<file path="src/rtl/crc16_rx_check_if.sv">
// Byte-stream link between the receive deframer and its neighbours.
// The slave side is the CRC checker; the master side drives received bytes and consumes payload/status.
interface crc16_rx_check_if #(
  parameter int LEN_W = 16
);
  logic [7:0]       in_data;
  logic             in_valid;
  logic             in_sop;
  logic             in_eop;
  logic [7:0]       out_data;
  logic             out_valid;
  logic             out_sop;
  logic             out_eop;
  logic             out_abort;
  logic             frame_done;
  logic             crc_ok;
  logic             len_err;
  logic [15:0]      crc_calc;
  logic [LEN_W-1:0] frame_len;

  modport slave (
    input  in_data, in_valid, in_sop, in_eop,
    output out_data, out_valid, out_sop, out_eop, out_abort,
    output frame_done, crc_ok, len_err, crc_calc, frame_len
  );

  modport master (
    output in_data, in_valid, in_sop, in_eop,
    input  out_data, out_valid, out_sop, out_eop, out_abort,
    input  frame_done, crc_ok, len_err, crc_calc, frame_len
  );
endinterface

</file>
<file path="src/rtl/crc16_rx_check.sv">
// Receive-side CRC-16 checker: strips the trailing 2-byte CRC, forwards the payload
// two beats late, and reports pass/fail, payload length and framing errors per frame.
module crc16_rx_check #(
  parameter logic [15:0] INIT  = 16'hFFFF,
  parameter int          LEN_W = 16
) (
  input  logic            clk,
  input  logic            rst,
  crc16_rx_check_if.slave bus
);

  typedef enum logic [1:0] {IDLE, FILL1, FILL2, RUN} state_t;

  state_t           state_q, state_d;
  logic [15:0]      lfsr_q, lfsr_d;
  logic [LEN_W-1:0] cnt_q, cnt_d;
  logic [7:0]       s0_q, s0_d;
  logic [7:0]       s1_q, s1_d;

  logic [7:0]       outData_q, outData_d;
  logic             outValid_q, outValid_d;
  logic             outSop_q, outSop_d;
  logic             outEop_q, outEop_d;
  logic             outAbort_q, outAbort_d;
  logic             frameDone_q, frameDone_d;
  logic             crcOk_q, crcOk_d;
  logic             lenErr_q, lenErr_d;
  logic [15:0]      crcCalc_q, crcCalc_d;
  logic [LEN_W-1:0] frameLen_q, frameLen_d;

  logic [15:0]      crcNext;
  logic             shortFrame;

  // Same byte-parallel update as the transmit generator (poly 0x8005, MSB first).
  function automatic logic [15:0] crcUpdate(input logic [15:0] q, input logic [7:0] d);
    logic [7:0]  t;
    logic        p;
    logic [15:0] c;
    t = q[15:8] ^ d;
    p = ^t;
    c[0]     = p;
    c[1]     = ^t[7:1];
    c[2]     = t[0] ^ t[1];
    c[3]     = t[1] ^ t[2];
    c[4]     = t[2] ^ t[3];
    c[5]     = t[3] ^ t[4];
    c[6]     = t[4] ^ t[5];
    c[7]     = t[5] ^ t[6];
    c[8]     = q[0] ^ t[6] ^ t[7];
    c[9]     = q[1] ^ t[7];
    c[14:10] = q[6:2];
    c[15]    = q[7] ^ p;
    return c;
  endfunction

  assign crcNext = crcUpdate(lfsr_q, s1_q);

  always_comb begin
    state_d     = state_q;
    lfsr_d      = lfsr_q;
    cnt_d       = cnt_q;
    s0_d        = s0_q;
    s1_d        = s1_q;
    outData_d   = outData_q;
    outValid_d  = 1'b0;
    outSop_d    = 1'b0;
    outEop_d    = 1'b0;
    outAbort_d  = 1'b0;
    frameDone_d = 1'b0;
    crcOk_d     = crcOk_q;
    lenErr_d    = lenErr_q;
    crcCalc_d   = crcCalc_q;
    frameLen_d  = frameLen_q;
    shortFrame  = 1'b0;

    if (bus.in_valid) begin
      s0_d = bus.in_data;
      s1_d = s0_q;
      if (bus.in_sop) begin
        // A new sop always wins; only a frame that already showed out_sop needs an abort.
        outAbort_d = (state_q == RUN);
        if (bus.in_eop) begin
          shortFrame = 1'b1;
        end else begin
          state_d = FILL1;
          lfsr_d  = INIT;
          cnt_d   = '0;
        end
      end else begin
        case (state_q)
          IDLE: state_d = IDLE;
          FILL1: begin
            if (bus.in_eop) shortFrame = 1'b1;
            else            state_d = FILL2;
          end
          FILL2, RUN: begin
            outValid_d = 1'b1;
            outData_d  = s1_q;
            outSop_d   = (state_q == FILL2);
            if (bus.in_eop) begin
              // s0 and the current byte are the received CRC, high byte first.
              outEop_d    = 1'b1;
              frameDone_d = 1'b1;
              crcOk_d     = (crcNext == {s0_q, bus.in_data});
              crcCalc_d   = crcNext;
              frameLen_d  = cnt_q + LEN_W'(1);
              lenErr_d    = 1'b0;
              state_d     = IDLE;
            end else begin
              lfsr_d  = crcNext;
              cnt_d   = (&cnt_q) ? cnt_q : cnt_q + LEN_W'(1);
              state_d = RUN;
            end
          end
          default: state_d = IDLE;
        endcase
      end

      if (shortFrame) begin
        frameDone_d = 1'b1;
        lenErr_d    = 1'b1;
        crcOk_d     = 1'b0;
        frameLen_d  = '0;
        crcCalc_d   = INIT;
        state_d     = IDLE;
      end
    end
  end

  always_ff @(posedge clk or posedge rst) begin
    if (rst) begin
      state_q     <= IDLE;
      lfsr_q      <= INIT;
      cnt_q       <= '0;
      s0_q        <= '0;
      s1_q        <= '0;
      outData_q   <= '0;
      outValid_q  <= 1'b0;
      outSop_q    <= 1'b0;
      outEop_q    <= 1'b0;
      outAbort_q  <= 1'b0;
      frameDone_q <= 1'b0;
      crcOk_q     <= 1'b0;
      lenErr_q    <= 1'b0;
      crcCalc_q   <= '0;
      frameLen_q  <= '0;
    end else begin
      state_q     <= state_d;
      lfsr_q      <= lfsr_d;
      cnt_q       <= cnt_d;
      s0_q        <= s0_d;
      s1_q        <= s1_d;
      outData_q   <= outData_d;
      outValid_q  <= outValid_d;
      outSop_q    <= outSop_d;
      outEop_q    <= outEop_d;
      outAbort_q  <= outAbort_d;
      frameDone_q <= frameDone_d;
      crcOk_q     <= crcOk_d;
      lenErr_q    <= lenErr_d;
      crcCalc_q   <= crcCalc_d;
      frameLen_q  <= frameLen_d;
    end
  end

  assign bus.out_data   = outData_q;
  assign bus.out_valid  = outValid_q;
  assign bus.out_sop    = outSop_q;
  assign bus.out_eop    = outEop_q;
  assign bus.out_abort  = outAbort_q;
  assign bus.frame_done = frameDone_q;
  assign bus.crc_ok     = crcOk_q;
  assign bus.len_err    = lenErr_q;
  assign bus.crc_calc   = crcCalc_q;
  assign bus.frame_len  = frameLen_q;

endmodule

</file>
<file path="src/flat_wrapper.sv">
// flat-port wrapper written by rule: the top's interface ports become plain ports
module crc16_rx_check_flat 
#(
  parameter logic [15:0] INIT  = 16'hFFFF,
  parameter int          LEN_W = 16
)
  (clk, rst, bus_in_data, bus_in_valid, bus_in_sop, bus_in_eop, bus_out_data, bus_out_valid, bus_out_sop, bus_out_eop, bus_out_abort, bus_frame_done, bus_crc_ok, bus_len_err, bus_crc_calc, bus_frame_len);
  crc16_rx_check_if #(.LEN_W(LEN_W)) bus_i ();
  input  logic clk;
  input  logic rst;
  input wire logic [$bits(bus_i.in_data)-1:0] bus_in_data;
  input wire logic [$bits(bus_i.in_valid)-1:0] bus_in_valid;
  input wire logic [$bits(bus_i.in_sop)-1:0] bus_in_sop;
  input wire logic [$bits(bus_i.in_eop)-1:0] bus_in_eop;
  output wire logic [$bits(bus_i.out_data)-1:0] bus_out_data;
  output wire logic [$bits(bus_i.out_valid)-1:0] bus_out_valid;
  output wire logic [$bits(bus_i.out_sop)-1:0] bus_out_sop;
  output wire logic [$bits(bus_i.out_eop)-1:0] bus_out_eop;
  output wire logic [$bits(bus_i.out_abort)-1:0] bus_out_abort;
  output wire logic [$bits(bus_i.frame_done)-1:0] bus_frame_done;
  output wire logic [$bits(bus_i.crc_ok)-1:0] bus_crc_ok;
  output wire logic [$bits(bus_i.len_err)-1:0] bus_len_err;
  output wire logic [$bits(bus_i.crc_calc)-1:0] bus_crc_calc;
  output wire logic [$bits(bus_i.frame_len)-1:0] bus_frame_len;
  assign bus_i.in_data = bus_in_data;
  assign bus_i.in_valid = bus_in_valid;
  assign bus_i.in_sop = bus_in_sop;
  assign bus_i.in_eop = bus_in_eop;
  assign bus_out_data = bus_i.out_data;
  assign bus_out_valid = bus_i.out_valid;
  assign bus_out_sop = bus_i.out_sop;
  assign bus_out_eop = bus_i.out_eop;
  assign bus_out_abort = bus_i.out_abort;
  assign bus_frame_done = bus_i.frame_done;
  assign bus_crc_ok = bus_i.crc_ok;
  assign bus_len_err = bus_i.len_err;
  assign bus_crc_calc = bus_i.crc_calc;
  assign bus_frame_len = bus_i.frame_len;
  crc16_rx_check #(.INIT(INIT), .LEN_W(LEN_W)) u_core (.clk(clk), .rst(rst), .bus(bus_i));
endmodule
</file>
<file path="config.mk">
export PLATFORM = sky130hd
export DESIGN_NAME = crc16_rx_check_flat
export DESIGN_NICKNAME = d
export VERILOG_FILES = /design/src/rtl/crc16_rx_check_if.sv /design/src/rtl/crc16_rx_check.sv /design/src/flat_wrapper.sv
export SDC_FILE = /design/constraint.sdc
export NUM_CORES = 1
export LEC_CHECK = 0
export CORE_ASPECT_RATIO = 1.1
export CORE_UTILIZATION = 55
export CTS_BUF_LIST = sky130_fd_sc_hd__clkbuf_8
export DETAILED_ROUTE_END_ITERATION = 10
export PLACE_DENSITY = 0.77
export SLEW_MARGIN = 20
export SYNTH_ARGS = -nofsm -noshare
export SYNTH_HDL_FRONTEND = slang
export SYNTH_SLANG_ARGS = --single-unit
</file>
<file path="constraint.sdc">
create_clock -name clk -period 4.3 [get_ports clk]
set_clock_uncertainty 0.15 [all_clocks]
set_input_delay 0.86 -clock clk [delete_from_list [all_inputs] [get_ports clk]]
set_output_delay 0.86 -clock clk [all_outputs]
set_load 0.05 [all_outputs]
</file>
## After elaboration in Yosys (flattened, before gate mapping)

Index checks and enable logic that the tools add are counted.

- Reduce and logical (&&, ||, !) cells: 13
- Muxes and demuxes: 48
- Add/sub/neg operators: 1
- Eq/ne operators: 8
- Bitwise operators: 13

Operator list:

| cell | number |
|---|---|
| two-way mux 16 bit | 17 |
| two-way mux 1 bit | 25 |
| adder 16 x 1 -> 16 bit, second input constant | 1 |
| == test 16 bit | 1 |
| AND reduction 16 bit | 1 |
| two-way mux 2 bit | 5 |
| bitwise XOR 1 bit | 10 |
| AND reduction 3 bit | 3 |
| AND reduction 4 bit | 2 |
| XOR reduction 8 bit | 1 |
| bitwise XOR 8 bit | 1 |
| XOR reduction 7 bit | 1 |
| != test 3 x 2 -> 1 bit, second input constant | 2 |
| one-hot mux 2 bit (3 select lines) | 1 |
| nonzero test 2 bit | 3 |
| == test 2 bit, second input constant | 2 |
| == test 2 x 1 -> 1 bit, second input constant | 1 |
| logical NOT 2 bit | 1 |
| != test 2 x 1 -> 1 bit, second input constant | 1 |
| != test 2 bit, second input constant | 1 |
| inverter 1 bit | 2 |
| OR reduction 2 bit | 1 |

- Register bits: 97
- Input port bits: 13
- Output and inout bits: 47
- Word-level logic and storage cells: 98

## Longest topological paths before layout

Gate-level depths: netlist (run 1).

- Depth in word-level cells: 8
- Gate-level depth with buffers: 8
- Mapped depth without buffers: 7

## Worst setup path before layout (run 1)

Ideal clock, no wire load.

- Kind: input to register
- Start: input bus_in_sop
- End: register u_core.crcCalc_q[0], in the netlist u_core.bus.crc_calc[0]
- Slack: 1.759 ns
- Setup time: 0.122 ns
- Cell stages on the path: 5
- Arrival: 2.269 ns
- Data required time: 4.028 ns
- Path buffers: 2
- Cells stage by stage: clkbuf_1 -> o311ai_2 -> clkinv_1 -> clkbuf_1 -> o22a_1

- Cells in the longest elaborated chain, start to end: 4
- Elaborated cells between the ends (all ways): 7
- Classes of those cells: eq/ne: 1; mux: 3; reduce/logical: 3

RTL lines:

| element | RTL line | source |
|---|---|---|
| start, declared | flat_wrapper.sv:13 | `input wire logic [$bits(bus_i.in_sop)-1:0] bus_in_sop;` |
| two-way mux 1 bit | crc16_rx_check.sv:79 | `if (bus.in_sop) begin` |
| two-way mux 1 bit | crc16_rx_check.sv:76 | `if (bus.in_valid) begin` |
| != test 2 x 1 -> 1 bit (no line) / nonzero test 2 bit (equally long branches) | - |  |
| AND reduction 4 bit (no line) | - |  |
| end signal, assigned | crc16_rx_check.sv:161 | `crcCalc_q <= crcCalc_d;` |
| end, declared | crc16_rx_check.sv:28 | `logic [15:0] crcCalc_q, crcCalc_d;` |

Several ways; a longest one is shown, not always the timed one. The select of a mux whose other input is x is not followed.
A chain may end at the register's enable or synchronous reset.

## Final worst setup path (run 1)

- Start: input bus_in_sop
- End: register u_core.cnt_q[13]

- Cells in the longest elaborated chain, start to end: 2
- Elaborated cells between the ends (all ways): 4
- Classes of those cells: eq/ne: 1; mux: 1; reduce/logical: 2

RTL lines:

| element | RTL line | source |
|---|---|---|
| != test 2 bit (no line) / nonzero test 2 bit (equally long branches) | - |  |
| AND reduction 4 bit (no line) | - |  |
| end signal, assigned | crc16_rx_check.sv:150 | `cnt_q <= cnt_d;` |
| end, declared | crc16_rx_check.sv:16 | `logic [LEN_W-1:0] cnt_q, cnt_d;` |

Several ways; a longest one is shown, not always the timed one.

==> impl_metrics.yaml, run 1 <==
status:
  status: "completed"
detailed_routing:
  met3_length_um: 346
  wl_per_cell_um: 16.3
  drt_pass1_iterations: 5
  via_per_inst: 5.54
  totalWireLength_um: 8840
  route.met2.wl_um: 4470
  wl_met1_um: 3880
  dr.max_layer_used: "met4"
  antenna_left: 0
  drc: 0
  vias: 3008
  drt_iter0_markers: 130
worst_setup_path:
  worst-path-buf-inv: 1
  crit_path_top_delay_cell: "clkdlybuf4s50_1"
  crit_fanout: 18
  critPathTopFamily: "simple AND/OR/NAND/NOR gates"
  cp.required_ns: 4.39
  cp_cell_sequence: "clkdlybuf4s50_1 > nor2b_1 > and2_1 > nand2_1 > o41ai_1"
  cp-startpoint: "bus_in_sop"
  slowest_delay_ns: 0.57
  r2r_slack_ns: 1.89
  path_class: "in -> reg"
  crit_path_start_kind: "primary input"
  r2r-start: "u_core.state_q[1]"
  worst_ep_arrival_time_ns: 3.15
  end_kind: "register"
job:
  drv_cap: 0
global_routing:
  grt_pass1_wl_um: 14800
  grt_usage_pct: 23.8
  grt_pass1_vias: 2993
  grt_overflow: 0
  antenna_found_initial: 0
  grt_max_degree: 55
yosys:
  synth_fa_ha_area_share_pct: 0.291
  synth_compound_area_share_pct: 12.5
  syn_nets: 390
  synth-async-reset-ratio_pct: 100
  synth_xor_area_share_pct: 12.0
  synth_top_family_by_area: "compound AO/OA/AOI/OAI gates"
  synth.area.top_cells: "dfrtp_1, dfstp_2, mux2_2"
  netlist_instances: 376
  ys_types: 35
  synth-simple-area-share_pct: 9.66
  synthMuxAreaShare_pct: 6.52
  yosys_warnings: 0
  synth_edf_count: 0
  synth_ff_type: "dfrtp_1"
  yosys.area.top_type: "dfrtp_1"
  ys_seq_area_share_pct: 56.9
  syn-cell-area_sq_um: 4300
  syn_avg_cell_area_sq_um: 11.4
  yosysTopAreaCellShare_pct: 47.1
  ys_seq_elements: 97
cells_and_area:
  nNetsFinal: 447
  drive_gt1_share_pct: 15.8
  final_cell_mix: "dfrtp_1, clkdlybuf4s50_1, o21ai_0"
  area_delta_synth_final_pct: 21.3
  final_common_cell: "dfrtp_1"
  n_antenna_cell: 0
die:
  design.die.area_sq_um: 8180
  start_util_pct: 57.2
  rows: 33
  coreArea_sq_um: 7510
  io_pins: 60
  die_w_um: 86.3
  die_h_um: 94.7
clocking:
  cts_root_buffer: "clkbuf_8"
  clk_latency_ns: 0.36
  clk_path_buf_depth: 2
  cts_resized: 0
  cts_sinks: 97
  cts_max_level: 3
  cts-buffers-inserted: 9
  cts_tree: "yes"
  path_clk_slew_ns: 0.09
  hold_buffers: 0
  cts_post_setup_buffers_inserted: 0
sta:
  period_needed_ns: 3.06
  hold_viol_final: 0
  finalSetupTns_ns: 0
  clock.fmax_mhz: 327
  slew_headroom_pct: 50.0
  worst_pin_slew_ns: 0.748
  slew_viol_final: 0
  timing.final.crit_share_pct: 71.2
  setup_violations: 0
  rsz0062_at_grt: "false"
worst_hold_path:
  hp-start: "u_core.bus.frame_len[8]"
  hold_path_class: "reg -> reg"
power:
  p_leak_nw: 2.10
  vdd_drop_max_mv: 0.352
  powerDensity_nw_per_um2: 527
  finalPower_mw: 2.75
placement:
  io_buffer_count: 59
  gp_congestion: 0.833
  hpwl_um: 6120
## layer usage
layer	vias up	global-route usage (%)
met1	1501	30.1
met3	14	5.24
met4	0	8.33
met2	76	40.5
li1	1417	-
met5	-	0
## flip-flops by register name (all words and copies together) (netlist names)
signal                 count
u_core.s0_q                8
u_core.bus.frame_len      16
u_core.bus.out_sop         1
u_core.bus.crc_ok          1
u_core.bus.crc_calc       16
u_core.bus.out_eop         1
u_core.bus.out_abort       1
u_core.state_q             2
u_core.cnt_q              16
u_core.lfsr_q             16
u_core.s1_q                8
u_core.bus.out_valid       1
u_core.bus.out_data        8
u_core.bus.frame_done      1
u_core.bus.len_err         1
## stage by stage
| stage | std cells | cell area, sq um | util, % | setup WS, ns | hold slack (ns) |
|---|---|---|---|---|---|
| 2_1_floorplan | 376 | 4300 | - | 0.783 | 0.333 |
| 3_3_place_gp | 527 | 5000 | 66.5 | 1.10 | 0.310 |
| 3_5_place_dp | 527 | 5000 | 66.5 | 0.888 | 0.319 |
| 4_1_cts | 543 | 5220 | 69.4 | 1.31 | 0.339 |
| 5_1_grt | 543 | 5220 | 69.4 | 1.08 | 0.358 |
| 6_report | 543 | 5220 | 69.4 | 1.24 | 0.330 |
## cells in the mapped netlist (2+ instances only)
cell and number:
inv_1 5, and4_1 4, xnor2_2 6, a21o_1 2, mux2_2 24, nand4_1 3, o22a_1 18, nor2b_1 3
buf_2 2, clkbuf_1 14, dfstp_2 16, nor4_1 3, o21ai_0 36, and3_1 3, o41ai_1 2, nand3_1 11
xnor2_1 25, and2_1 2, o31ai_1 5, nand2_1 33, nor2_1 28, a21oi_1 18, xor2_1 21, dfrtp_1 81
## final cells by class
type                            count  area (sq um)
Sequential cell                    97          2450
Clock buffer                        9           124
Fill cell                         588          2300
Tap cell                          105           131
Clock inverter                      7          93.8
Timing Repair Buffer               63           633
Multi-Input combinational cell    255          1760
Inverter                            7          27.5
## cell families (layout without fill, tap and decap cells)
logic type      Yosys count  count (layout)
compound gates           85              85
xor+xnor                 53              53
fa+ha+maj                 1               1
buf+inv                  24              86
flops                    97              97
mux                      25              25
simple gates             91              91
## worst paths after layout
path,end,depth (start not counted)
max,u_core.cnt_q[13],5
min,u_core.bus.frame_len[8],2
max reg2reg,u_core.cnt_q[13],4
min reg2reg,u_core.bus.frame_len[8],2
max in group asynchronous,u_core.lfsr_q[3],3
min in group asynchronous,u_core.bus.out_data[2],2
## worst reg2reg max path, delay by kind of cell, from the launching register on
family | cells | cell delay, ns
flops | 1 | 0.45
compound gates | 1 | 0.52
simple gates | 3 | 1.17
## where the power goes
group | internal [mW] | total (mW) | switching, mW
registers | 1.04 | 1.13 | 0.0880
logic | 0.391 | 0.972 | 0.581
clock network | 0.328 | 0.648 | 0.320
Note: power is estimated with default switching activity, not from simulation.
==> run 2: changes to the inputs <==
clock period = 3.2 ns   (was 4.3 ns; I/O delays follow)
==> run 2 against run 1 <==
  * Sequential cell count is the same
  * Global-route usage shrank 0.11 points
  * Final cell count up 0.37%
  * Clock power is 40% higher
  * Sequential share of layout area decreased by 0.26 points
  * Highest routed layer unchanged
==> impl_metrics.yaml, run 2 (synthesis results as in run 1) <==
status:
  status: "completed"
worst_setup_path:
  worst_ep_arrival_time_ns: 2.73
  r2r_end: "u_core.cnt_q[9]"
  crit_fanout: 10
  r2r-start: "u_core.cnt_q[0]"
  cp.required_ns: 3.31
  end_kind: "register"
  crit_path_start_kind: "primary input"
  r2r_slack_ns: 0.76
  path_class: "in -> reg"
  r2r_cells: 7
worst_hold_path:
  hold_depth: 2
  hp-start: "u_core.bus.frame_len[7]"
  hold_path_class: "reg -> reg"
  hold_end: "u_core.bus.frame_len[7]"
clocking:
  cts_sinks: 97
  clk_latency_ns: 0.35
  cts_resized: 0
  cts_max_level: 3
  cts_post_setup_buffers_inserted: 0
  hold_buffers: 0
  cts_tree: "yes"
  clk_path_buf_depth: 2
  path_clk_slew_ns: 0.09
  cts-buffers-inserted: 9
  cts_root_buffer: "clkbuf_8"
die:
  rows: 33
  die_w_um: 86.3
  io_pins: 60
  coreArea_sq_um: 7510
  start_util_pct: 57.2
  die_h_um: 94.7
  design.die.area_sq_um: 8180
sta:
  slew_viol_final: 0
  timing.final.crit_share_pct: 81.9
  setup_violations: 0
  clock.fmax_mhz: 382
  period_needed_ns: 2.62
  worst_pin_slew_ns: 0.703
  holdWs_ns: 0.331
  hold_viol_final: 0
  slew_headroom_pct: 53.1
  rsz0062_at_grt: "false"
  finalSetupTns_ns: 0
global_routing:
  grt_max_degree: 56
  grt_pass1_vias: 2956
  grt_usage_pct: 23.7
  grt_pass1_wl_um: 14800
  grt_overflow: 0
  antenna_found_initial: 0
power:
  powerDensity_nw_per_um2: 710
  finalPower_mw: 3.72
  p_leak_nw: 2.12
  vdd_drop_max_mv: 0.502
cells_and_area:
  nNetsFinal: 449
  final_common_cell: "dfrtp_1"
  drive_gt1_share_pct: 15.5
  n_antenna_cell: 0
  area_delta_synth_final_pct: 22.0
  final_cell_mix: "dfrtp_1, clkdlybuf4s50_1, o21ai_0"
detailed_routing:
  wl_per_cell_um: 16.2
  drt_pass1_iterations: 4
  via_per_inst: 5.56
  drc: 0
  vias: 3031
  drt_iter0_markers: 153
  antenna_left: 0
  totalWireLength_um: 8840
placement:
  io_buffer_count: 59
  gp_congestion: 0.807
  hpwl_um: 6230
job:
  drv_cap: 0
-- run 2: changes by cell type in the layout (fill, tap and decap cells not counted), sizes merged --
cell	before	now
clkinv	4	1
bufinv	2	3
inv	7	9
buf	4	6
-- run 2: layout make-up --
type	count	area, sq um
Inverter	7	30.0
Clock inverter	7	105
Multi-Input combinational cell	255	1760
Fill cell	591	2270
Timing Repair Buffer	65	648
Clock buffer	9	124
Tap cell	105	131
Sequential cell	97	2450
-- run 2: routing by layer --
metal	global-route usage [%]	wire length (um)	up-vias	share of wire (%)
met5	0	0	-	0
met4	7.64	41	0	0.46
met3	3.15	330	4	3.7
met2	41.3	4610	73	52
met1	30.8	3850	1534	44
li1	-	-	1420	-
-- run 2: critical path, cell delays in order --
cell and delay [ns]:
clkdlybuf4s50_1 0.56, nor2b_1 0.30, nand3_1 0.16, inv_2 0.20, nand3_1 0.12, nor4_1 0.36
nand3_1 0.18, o31ai_1 0.20
-- run 2: worst max path at each step --
stage | from | endpoint | slack [ns]
2_1_floorplan | bus_in_sop | u_core.bus.crc_calc[0] | 0.88
6_report | bus_in_sop | u_core.bus.crc_ok | 0.58
3_5_place_dp | bus_in_sop | u_core.bus.crc_ok | 0.32
5_1_grt | bus_in_sop | u_core.bus.crc_ok | 0.44
3_3_place_gp | bus_in_sop | u_core.bus.crc_ok | 0.34
4_1_cts | bus_in_sop | u_core.bus.crc_ok | 0.61
-- run 2: through the flow --
stage / instance area (sq um) / util [%] / cells / setup WS [ns]
floorplan: 4300 / - / 376 / 0.879
global placement: 5020 / 66.8 / 529 / 0.341
detailed placement: 5020 / 66.8 / 529 / 0.316
CTS: 5250 / 69.8 / 545 / 0.614
global route: 5250 / 69.8 / 545 / 0.444
finish: 5250 / 69.8 / 545 / 0.580
-- run 2: where the power goes --
part / switching [mW] / total [mW] / internal [mW]
logic: 0.773 / 1.30 / 0.526
registers: 0.118 / 1.52 / 1.40
clock network: 0.396 / 0.905 / 0.509
total: 1.29 / 3.72 / 2.44
==> run 3: changes to the inputs <==
clock period = 2.5 ns   (was 3.2 ns; I/O delays follow)
==> run 3 against run 2 <==
  * Routed wire length decreased by 0.80%
  * Clock power grew 12%
  * Final cell count is 1.8% higher
  * Die area did not move
  * Register-to-register slack got worse by 0.47 ns
==> impl_metrics.yaml, run 3 (synthesis results as in run 1) <==
clocking:
  clk_latency_ns: 0.36
  cts_tree: "yes"
  hold_buffers: 0
  cts_post_setup_buffers_inserted: 0
  cts_sinks: 97
  cts_resized: 0
  clk_path_buf_depth: 2
  cts_root_buffer: "clkbuf_8"
  path_clk_slew_ns: 0.09
  cts_max_level: 3
  cts-buffers-inserted: 9
sta:
  setup_ws_ns: 0.271
  worst_pin_slew_ns: 0.514
  hold_viol_final: 0
  slew_headroom_pct: 65.7
  finalSetupTns_ns: 0
  period_needed_ns: 2.23
  rsz0062_at_grt: "false"
  timing.final.crit_share_pct: 89.2
  setup_violations: 0
  clock.fmax_mhz: 449
  slew_viol_final: 0
worst_setup_path:
  cp_cell_sequence: "clkdlybuf4s50_1"
  end_kind: "primary output"
  cp.required_ns: 1.85
  crit_fanout: 2
  crit_path_top_delay_cell: "clkdlybuf4s50_1"
  critPathTopFamily: "buffers and inverters"
  path_class: "reg -> out"
  worst-path-buf-inv: 1
  crit_path_start_kind: "register"
  worst_ep_arrival_time_ns: 1.58
  slowest_delay_ns: 0.82
  r2r_slack_ns: 0.29
detailed_routing:
  drt_pass1_iterations: 4
  drt_iter0_markers: 148
  via_per_inst: 5.52
  vias: 3064
  totalWireLength_um: 8770
  antenna_left: 0
  wl_per_cell_um: 15.8
  drc: 0
die:
  die_w_um: 86.3
  rows: 33
  design.die.area_sq_um: 8180
  die_h_um: 94.7
  start_util_pct: 57.2
  io_pins: 60
  coreArea_sq_um: 7510
placement:
  dpl_cell_area_sq_um: 5090
  gp_congestion: 0.822
  dp.cells: 539
  dp_worst_setup_slack_ns: 0.129
  io_buffer_count: 59
  hpwl_um: 6230
cells_and_area:
  nNetsFinal: 459
  fillers: 589
  final_cell_mix: "dfrtp_1, clkdlybuf4s50_1, o21ai_0"
  multi_input_area_sq_um: 1760
  finalNonFillerCells: 555
  drive_gt1_share_pct: 18.2
  n_antenna_cell: 0
  area.sequential_sq_um: 2450
  area_delta_synth_final_pct: 23.0
  finalInstanceArea_sq_um: 5290
  final_common_cell: "dfrtp_1"
power:
  p_leak_nw: 2.14
  p_sw_share_pct: 36.2
  powerDensity_nw_per_um2: 879
  finalPower_mw: 4.65
  vdd_drop_max_mv: 0.702
  cell_internal_pwr_mw: 2.97
  power_frac_seq_pct: 41.7
  p_sw_mw: 1.68
  power.clock.fraction_pct: 21.7
  p_comb_share_pct: 36.6
status:
  status: "completed"
global_routing:
  grt_usage_pct: 23.8
  antenna_found_initial: 0
  grt_max_degree: 67
  grt_pass1_vias: 3019
  grt_overflow: 0
  grt_pass1_wl_um: 14700
job:
  drv_cap: 0
worst_hold_path:
  hold_path_class: "reg -> reg"
-- run 3: cell count changes in the layout (fill, tap and decap cells not counted) --
cell        before  now
nand2_1         33   32
bufinv_16        3    1
clkinvlp_4       1    2
clkinv_4         0    3
buf_4            5   15
nand2_2          0    1
clkinv_2         0    1
inv_1            8    5
-- run 3: power groups by stage --
stage          sequential (mW)  combinational [mW]  clock [mW]
3_5_place_dp              1.97                1.71           0
4_1_cts                   1.94                1.72        1.03
5_1_grt                   1.97                1.82        1.08
3_3_place_gp              1.96                1.69           0
6_report                  1.94                1.70        1.01
2_1_floorplan             2.32               0.864           0
-- run 3: cell type report --
cell class / count / share of cell area (%)
clock buffers: 9 / 2.34
repair buffers: 75 / 13.7
inverters: 7 / 0.568
well taps: 105 / 2.48
flip-flops and latches: 97 / 46.3
clock inverters: 7 / 1.37
multi-input cells: 255 / 33.3
-- run 3: final timing paths --
kind	start	end	depth (start not counted)
worst max-delay path	u_core.bus.crc_calc[0]	bus_crc_calc[0]	1
worst min-delay path	u_core.bus.frame_len[0]	u_core.bus.frame_len[0]	2
worst max register to register	u_core.cnt_q[0]	u_core.cnt_q[5]	7
worst min register to register	u_core.bus.frame_len[0]	u_core.bus.frame_len[0]	2
max in group asynchronous	rst	u_core.lfsr_q[7]	3
min in group asynchronous	rst	u_core.bus.out_data[4]	3
-- run 3: worst reg2reg max path: cells and delay by family (launching register included) --
family | cells | cell delay [ns]
simple gates | 3 | 0.70
compound gates | 3 | 0.52
flops | 1 | 0.44
fa+ha+maj | 1 | 0.29
-- run 3: per-stage QoR --
stage | hold WS, ns | util, %
floorplan | 0.333 | -
global placement | 0.310 | 67.8
detailed placement | 0.319 | 67.8
CTS | 0.340 | 70.4
global route | 0.358 | 70.4
finish | 0.332 | 70.4
-- run 3: layer usage --
metal	GRT usage (%)	vias to the layer above	wire, um
met5	0	-	0
met4	11.8	0	162
met3	3.67	15	347
met2	39.5	74	4410
met1	30.6	1530	3850
li1	-	1445	-
